[config.mk]
export PLATFORM = sky130hd
export DESIGN_NAME = cmp_share_arbiter
export DESIGN_NICKNAME = d
export VERILOG_FILES = /design/src/rtl/cmp_share_arbiter.sv
export SDC_FILE = /design/constraint.sdc
export NUM_CORES = 1
export LEC_CHECK = 0
export CAP_MARGIN = 25
export CORE_UTILIZATION = 38
export CTS_CLUSTER_SIZE = 40
export DETAILED_ROUTE_END_ITERATION = 10
export GPL_TIMING_DRIVEN = 0
export MAX_ROUTING_LAYER = met4
export PLACE_DENSITY_LB_ADDON = 0.2
export SLEW_MARGIN = 30
export SYNTH_ARGS = -nofsm -noshare
export SYNTH_HDL_FRONTEND = slang
export SYNTH_SLANG_ARGS = --single-unit
[constraint.sdc]
create_clock -name clk -period 1.66 [get_ports clk]
set_clock_uncertainty 0.2 [all_clocks]
set_input_delay 0.332 -clock clk [delete_from_list [all_inputs] [get_ports clk]]
set_output_delay 0.332 -clock clk [all_outputs]
set_load 0.02 [all_outputs]
[src/rtl/cmp_share_arbiter.sv]
// Round-robin arbiter that shares one W-bit compare unit between two requesters.
// Optional CMP_EQ_EN adds eq0/eq1 equality results alongside the lt results.
//
// state | meaning
// IDLE  | pick a requester (minus masked port), latch its operands
// WAIT  | count down LAT cycles for the compare unit to settle, then sample
// DONE  | one-cycle ack to the granted port, mask it for the next IDLE cycle
module cmp_share_arbiter #(
  parameter int W   = 4,
  parameter int LAT = 1
) (
  input  logic         clk,
  input  logic         reset,
  input  logic         req0,
  input  logic [W-1:0] a0,
  input  logic [W-1:0] b0,
  output logic         ack0,
  output logic         lt_s0,
  output logic         lt_u0,
  input  logic         req1,
  input  logic [W-1:0] a1,
  input  logic [W-1:0] b1,
  output logic         ack1,
  output logic         lt_s1,
  output logic         lt_u1,
`ifdef CMP_EQ_EN
  output logic         eq0,
  output logic         eq1,
`endif
  output logic [W-1:0] cmp_a,
  output logic [W-1:0] cmp_b,
  input  logic         cmp_ans1,
  input  logic         cmp_ans2,
  output logic         busy
);

  typedef enum logic [1:0] {IDLE, WAIT, DONE} state_t;

  localparam logic [2:0] LAT_CNT = 3'(LAT);

  state_t     state, state_nxt;
  logic       ptr;
  logic       gnt;
  logic [1:0] mask;
  logic [2:0] cnt;
  logic [1:0] cand;
  logic       sel;

  always_comb begin
    state_nxt = state;
    cand      = {req1, req0} & ~mask;
    sel       = ptr;
    if (cand != 2'b11) sel = cand[1];
    case (state)
      IDLE:    if (|cand) state_nxt = WAIT;
      WAIT:    if (cnt == '0) state_nxt = DONE;
      DONE:    state_nxt = IDLE;
      default: state_nxt = IDLE;
    endcase
  end

  always_ff @(posedge clk) begin
    if (reset) begin
      state <= IDLE;
      ptr   <= 1'b0;
      gnt   <= 1'b0;
      mask  <= 2'b00;
      cnt   <= '0;
      cmp_a <= '0;
      cmp_b <= '0;
      lt_s0 <= 1'b0;
      lt_u0 <= 1'b0;
      lt_s1 <= 1'b0;
      lt_u1 <= 1'b0;
`ifdef CMP_EQ_EN
      eq0   <= 1'b0;
      eq1   <= 1'b0;
`endif
    end else begin
      state <= state_nxt;
      case (state)
        IDLE: begin
          // The mask only ever covers the single IDLE cycle after a DONE.
          mask <= 2'b00;
          if (|cand) begin
            gnt   <= sel;
            ptr   <= ~sel;
            cmp_a <= sel ? a1 : a0;
            cmp_b <= sel ? b1 : b0;
            cnt   <= LAT_CNT;
          end
        end
        WAIT: begin
          if (cnt == '0) begin
            if (gnt) begin
              lt_s1 <= cmp_ans1;
              lt_u1 <= cmp_ans2;
`ifdef CMP_EQ_EN
              eq1   <= (cmp_a == cmp_b);
`endif
            end else begin
              lt_s0 <= cmp_ans1;
              lt_u0 <= cmp_ans2;
`ifdef CMP_EQ_EN
              eq0   <= (cmp_a == cmp_b);
`endif
            end
          end else begin
            cnt <= cnt - 3'd1;
          end
        end
        DONE:    mask <= gnt ? 2'b10 : 2'b01;
        default: mask <= 2'b00;
      endcase
    end
  end

  assign ack0 = (state == DONE) && !gnt;
  assign ack1 = (state == DONE) && gnt;
  assign busy = (state != IDLE);

endmodule

==> results of run 1 <==
stage by stage:
| step | cell area, um2 | hold WS, ps |
|---|---|---|
| after floorplan | 952.2 | 247.7 |
| after global placement | 1348 | 263.6 |
| after detailed placement | 1348 | 273.1 |
| after CTS | 1395 | 291.6 |
| after global routing | 1436 | 321.5 |
| final | 1436 | 290.6 |
synthesized netlist by cell type:
library cell / instances
a211oi_1: 8
a211oi_2: 1
a21boi_2: 1
a21o_1: 1
a21oi_1: 7
and2_4: 1
and3b_1: 1
buf_12: 1
buf_4: 2
clkbuf_1: 2
dfxtp_1: 21
ha_1: 2
inv_1: 3
mux2i_1: 10
nand2_1: 3
nand2b_1: 3
nand2b_4: 1
nand3_1: 1
nand4b_1: 1
nand4bb_1: 1
nor2_1: 17
nor2_2: 1
nor2b_2: 1
nor3_1: 1
nor3b_1: 1
o21ai_0: 2
o21ba_4: 1
or2b_1: 1
or3_1: 1
xor2_1: 1
kinds of logic (layout without fill, tap and decap cells):
logic type	count (synthesis)	count (layout)	synth area share, %
fa+ha+maj	2	2	2.628
buf+inv	8	52	5.650
simple gates	35	35	20.11
compound gates	21	21	16.03
mux	10	10	10.51
flops	21	21	44.15
xor+xnor	1	1	0.9200
power breakdown:
group / internal, mW / total [mW] / switching (mW)
combinational: 0.215 / 0.422 / 0.207
sequential: 0.558 / 0.593 / 0.0344
clock: 0.0937 / 0.237 / 0.143
total: 0.867 / 1.25 / 0.385
what timing repair did:
action | CTS | global route
buffers inserted | 2 | 2
resized for setup | 34 | 9
pin swaps | 2 | 1
hold buffers | 0 | 0
setup endpoints to repair | 16 | 4
critical path, stage by stage (launching register included):
cell and delay [ps]:
dfxtp_2 340, inv_2 80, ha_4 130, or2b_1 240, and2_4 150, or3_4 330, a21oi_2 120
path summary, 6_finish.rpt:
kind / end / cells after the start / slack [ps] / start
worst max-delay path: cnt[1] / 6 / 10 / cnt[0]
worst min-delay path: lt_u0 / 2 / 290 / lt_u0
worst max register to register: cnt[1] / 6 / 10 / cnt[0]
worst min register to register: lt_u0 / 2 / 290 / lt_u0
sequential cells by signal, summed over array words and instances, names as in the netlist:
| register | cells |
|---|---|
| cnt | 3 |
| ptr | 1 |
| mask | 2 |
| lt_u0 | 1 |
| lt_s1 | 1 |
| lt_u1 | 1 |
| lt_s0 | 1 |
| cmp_a | 4 |
| cmp_b | 4 |
| state | 2 |
| gnt | 1 |
layer usage:
layer | vias up | global-route usage (%) | part of all wire (%)
met4 | 0 | 2.703 | 0
met2 | 14 | 29.91 | 54
li1 | 431 | - | -
met5 | - | - | 0
met1 | 399 | 18.44 | 42
met3 | 0 | 4.678 | 4.3
layout make-up:
class	instances	area, um2
plain buffers	5	42.54
clock buffers	4	26.28
fillers	198	839.6
inverters	3	11.26
multi-input cells	69	525.5
flip-flops and latches	21	430.4
well taps	28	35.03
repair buffers	40	365.4
==> impl_metrics.yaml, run 1 <==
status:
  status: "finished, final reports clean"
timing:
  layout_min_cycle_time_ps: 1648
  slew_violations: 0
  setup_viol: 0
  rsz0062_at_grt: "true"
  tightest_slew_ps: 540.4
  finalCritPeriodShare_pct: 99.29
  max_freq_mhz: 606.7
  slew_headroom_pct: 63.97
  tns_ps: 0
  final.setup.worst_slack_ps: 11.77
  finalHoldViolCount: 0
global_route:
  grt_pass1_vias: 783
  grt_first_pass_wirelength_mm: 3.298
  antenna_found_initial: 0
  grt_overflow: 0
  grt_max_degree: 12
  grtUsageTotal_pct: 16.67
placed_design:
  dp_slack_ps: -244.2
  place_congestion: 0.7775
  portBuffers: 36
  dp_hpwl_mm: 1.534
  dp.cells: 162
cells_and_area:
  syn2layout_area_growth_pct: 50.85
  final_core_utilization_pct: 63.11
  instances_no_fill: 170
  layout_commonest_cell: "clkdlybuf4s50_1"
  layout-drive-gt1-share_pct: 22.54
  mostFrequentLayoutCells: "clkdlybuf4s50_1, nor2_1, dfxtp_1, dlygate4sd2_1, mux2i_1"
  antennaDiodeCount: 0
  fin_nets: 167
logic_synthesis:
  synthCells: 98
  ys_seq_elements: 21
  ys_seq_area_share_pct: 44.15
  synth_nets: 122
  synth_warnings: 0
  avgSynthCellArea_um2: 9.716
  synth_top_area_cell: "dfxtp_1"
  netlist.area_leader.share_pct: 44.15
  ys_types: 30
  syn_area_um2: 952.2
  synthTopCellsByArea: "dfxtp_1, mux2i_1, nor2_1"
power_and_ir_drop:
  power.density_nw_per_um2: 871.4
  p_leak_nw: 0.6286
  irDropWorstVdd_uv: 696.1
  p_total_mw: 1.252
die:
  rows: 17
  die_y_um: 52.06
  core_area_um2: 2276
  io_pins: 37
  die_w_um: 52.06
  start_util_pct: 41.84
  die_area_um2: 2710
route:
  drc: 0
  viasPerCell: 4.965
  num_vias: 844
  drt_iter0_markers: 7
  drtAntennaViolNets: 0
  wl_per_cell_um: 12.12
  finalWirelength_mm: 2.061
  first_pass_iters: 4
clocking:
  cts.sinks: 21
  tritoncts: "done"
  clockBufferDepth: 2
  cts_root_buffer: "clkbuf_4"
  insertion_delay_ps: 300
  htreeDepth: 1
  cts_buffers: 3
  clkTransAtPathRegs_ps: 110
critical_path:
  cp.arrival_ps: 1690
  crit_required_ps: 1700
  critical_path_class: "register to register"
  start_kind: "register"
  cp-end-kind: "register"
  cp_max_fo: 3
min_path:
  hp-class: "register to register"
job:
  maxCapViolCount: 0
(Power assumes the default switching activity.)
==> run 2: changes to the inputs <==
--- a/config.mk
+++ b/config.mk
@@ -12,6 +12,7 @@
 export GPL_TIMING_DRIVEN = 0
 export MAX_ROUTING_LAYER = met4
 export PLACE_DENSITY_LB_ADDON = 0.2
+export SETUP_SLACK_MARGIN = 0.05
 export SLEW_MARGIN = 30
 export SYNTH_ARGS = -nofsm -noshare
 export SYNTH_HDL_FRONTEND = slang
==> run 2 against run 1 <==
  * Die area did not move
  * First-iteration DRC count fell by 14%
  * Largest cell class unchanged
  * Non-clock buffer count rose by 3
  * Global-route usage rose by 0.69 points
  * Highest routed layer unchanged
  * Critical path depth did not move
  * Hold slack barely moved
==> impl_metrics.yaml, run 2 (same netlist as run 1, synthesis figures left out) <==
clocking:
  clockBufferDepth: 2
  insertion_delay_ps: 300
  cts.sinks: 21
  clkTransAtPathRegs_ps: 110
  cts_buffers: 3
  htreeDepth: 1
  cts_root_buffer: "clkbuf_4"
  holdBufCountCts: 0
  tritoncts: "done"
cells_and_area:
  layout-drive-gt1-share_pct: 28.77
  layout_commonest_cell: "clkdlybuf4s50_1"
  mostFrequentLayoutCells: "clkdlybuf4s50_1, nor2_1, dfxtp_1, dlygate4sd2_1, buf_4"
  largest_registers: "cmp_a x4, cmp_b x4, cnt x3"
  syn2layout_area_growth_pct: 57.42
  fin_nets: 171
  nFillCells: 200
  stdcell_area_um2: 1499
  instances_no_fill: 174
  antennaDiodeCount: 0
route:
  drc: 0
  wl_per_cell_um: 13.55
  num_vias: 871
  finalWirelength_mm: 2.358
  drt_iter0_markers: 6
  viasPerCell: 5.006
  first_pass_iters: 4
  drtAntennaViolNets: 0
global_route:
  grt_first_pass_wirelength_mm: 3.450
  antenna_found_initial: 0
  grtUsageTotal_pct: 17.36
  grt_overflow: 0
  grt_pass1_vias: 807
  grt_max_degree: 12
timing:
  slew_headroom_pct: 64.34
  setup_viol: 0
  rsz0062_at_grt: "true"
  tightest_slew_ps: 534.9
  slew_violations: 0
  finalHoldViolCount: 0
  final.setup.worst_slack_ps: 33.66
  max_freq_mhz: 614.9
  finalCritPeriodShare_pct: 97.97
  whs_ps: 290.7
  layout_min_cycle_time_ps: 1626
critical_path:
  start_kind: "register"
  worst_path_max_delay_cell: "dfxtp_2"
  crit_buf_inv: 1
  r2r_slack_ps: 30
  crit_required_ps: 1700
  cp.arrival_ps: 1670
  critical_path_class: "register to register"
  cp-end-kind: "register"
  crit_chain: "inv_2 -> ha_4 -> or2b_1 -> and2_4 -> or3_4 -> a21oi_2"
  cp_max_fo: 2
  max_stage_delay_ps: 330
  critPathTopFamily: "simple AND/OR/NAND/NOR gates"
die:
  rows: 17
  core_area_um2: 2276
  io_pins: 37
  start_util_pct: 41.84
  die_area_um2: 2710
  die_w_um: 52.06
  die_y_um: 52.06
job:
  maxCapViolCount: 0
power_and_ir_drop:
  power.density_nw_per_um2: 860.4
  p_leak_nw: 0.6561
  p_total_mw: 1.290
  irDropWorstVdd_uv: 675.7
placed_design:
  dp_hpwl_mm: 1.534
  dp_slack_ps: -244.2
  dpl_cell_area_um2: 1348
  portBuffers: 36
  dp.cells: 162
  place_congestion: 0.7775
min_path:
  hp-class: "register to register"
status:
  status: "finished, final reports clean"
-- run 2: cell count changes in the layout (fill, tap and decap cells not counted), sizes merged --
| cell | previous run | this run |
|---|---|---|
| o21ba | 1 | 2 |
| dlymetal6s2s | 0 | 1 |
| buf | 10 | 13 |
| clkdlybuf4s50 | 21 | 20 |
-- run 2: final timing paths --
path                              from  endpoint  cells after the start
worst max-delay path            cnt[1]    cnt[1]                      6
worst min-delay path             lt_u0     lt_u0                      2
worst max register to register  cnt[1]    cnt[1]                      6
worst min register to register   lt_u0     lt_u0                      2
-- run 2: cell type report --
class                           instances  area (um2)  area share [%]
Buffer                                  4       26.28           1.753
Clock buffer                            4       26.28           1.753
Inverter                                3       11.26          0.7513
Multi-Input combinational cell         70       564.3           37.65
Sequential cell                        21       434.2           28.96
Tap cell                               28       35.03           2.337
Timing Repair Buffer                   44       401.6           26.79
-- run 2: metrics by stage --
step	setup TNS [ps]	util (%)
floorplan	0	-
global placement	-2629	59.21
detailed placement	-2935	59.21
CTS	0	62.29
global route	-2.570	65.86
finish	0	65.86
-- run 2: power breakdown --
group | internal, mW | switching (mW) | total [mW]
Combinational | 0.229 | 0.225 | 0.454
Clock | 0.0937 | 0.148 | 0.241
Sequential | 0.559 | 0.0359 | 0.595
Total | 0.881 | 0.408 | 1.29
-- run 2: worst reg2reg max path: cells and delay by family, from the launching register on --
family | cells | cell delay, ps
compound gates | 1 | 120
flops | 1 | 330
buf+inv | 1 | 70
fa+ha+maj | 1 | 130
simple gates | 3 | 720
-- run 2: per-layer routing --
| metal | GRT usage, % | vias up | wire length (um) |
|---|---|---|---|
| li1 | - | 442 | - |
| met1 | 19.33 | 415 | 1010 |
| met4 | 2.703 | 0 | 0 |
| met2 | 31.20 | 14 | 1258 |
| met3 | 4.678 | 0 | 89 |
| met5 | - | - | 0 |
-- run 2: what timing repair did --
item,4_1_cts,5_1_grt
resized for setup,38,16
setup buffers,5,3
pin swaps,2,4
endpoints found under the hold margin,0,0
endpoints found under the setup margin,16,13
gates cloned,0,1
==> run 3: changes to the inputs <==
--- a/config.mk
+++ b/config.mk
@@ -5,9 +5,8 @@
 export SDC_FILE = /design/constraint.sdc
 export NUM_CORES = 1
 export LEC_CHECK = 0
-export CAP_MARGIN = 25
 export CORE_UTILIZATION = 38
-export CTS_CLUSTER_SIZE = 40
+export CTS_CLUSTER_SIZE = 24
 export DETAILED_ROUTE_END_ITERATION = 10
 export GPL_TIMING_DRIVEN = 0
 export MAX_ROUTING_LAYER = met4
==> results of run 3 <==
Final layout, timing and power as in run 2 (identical DEF).
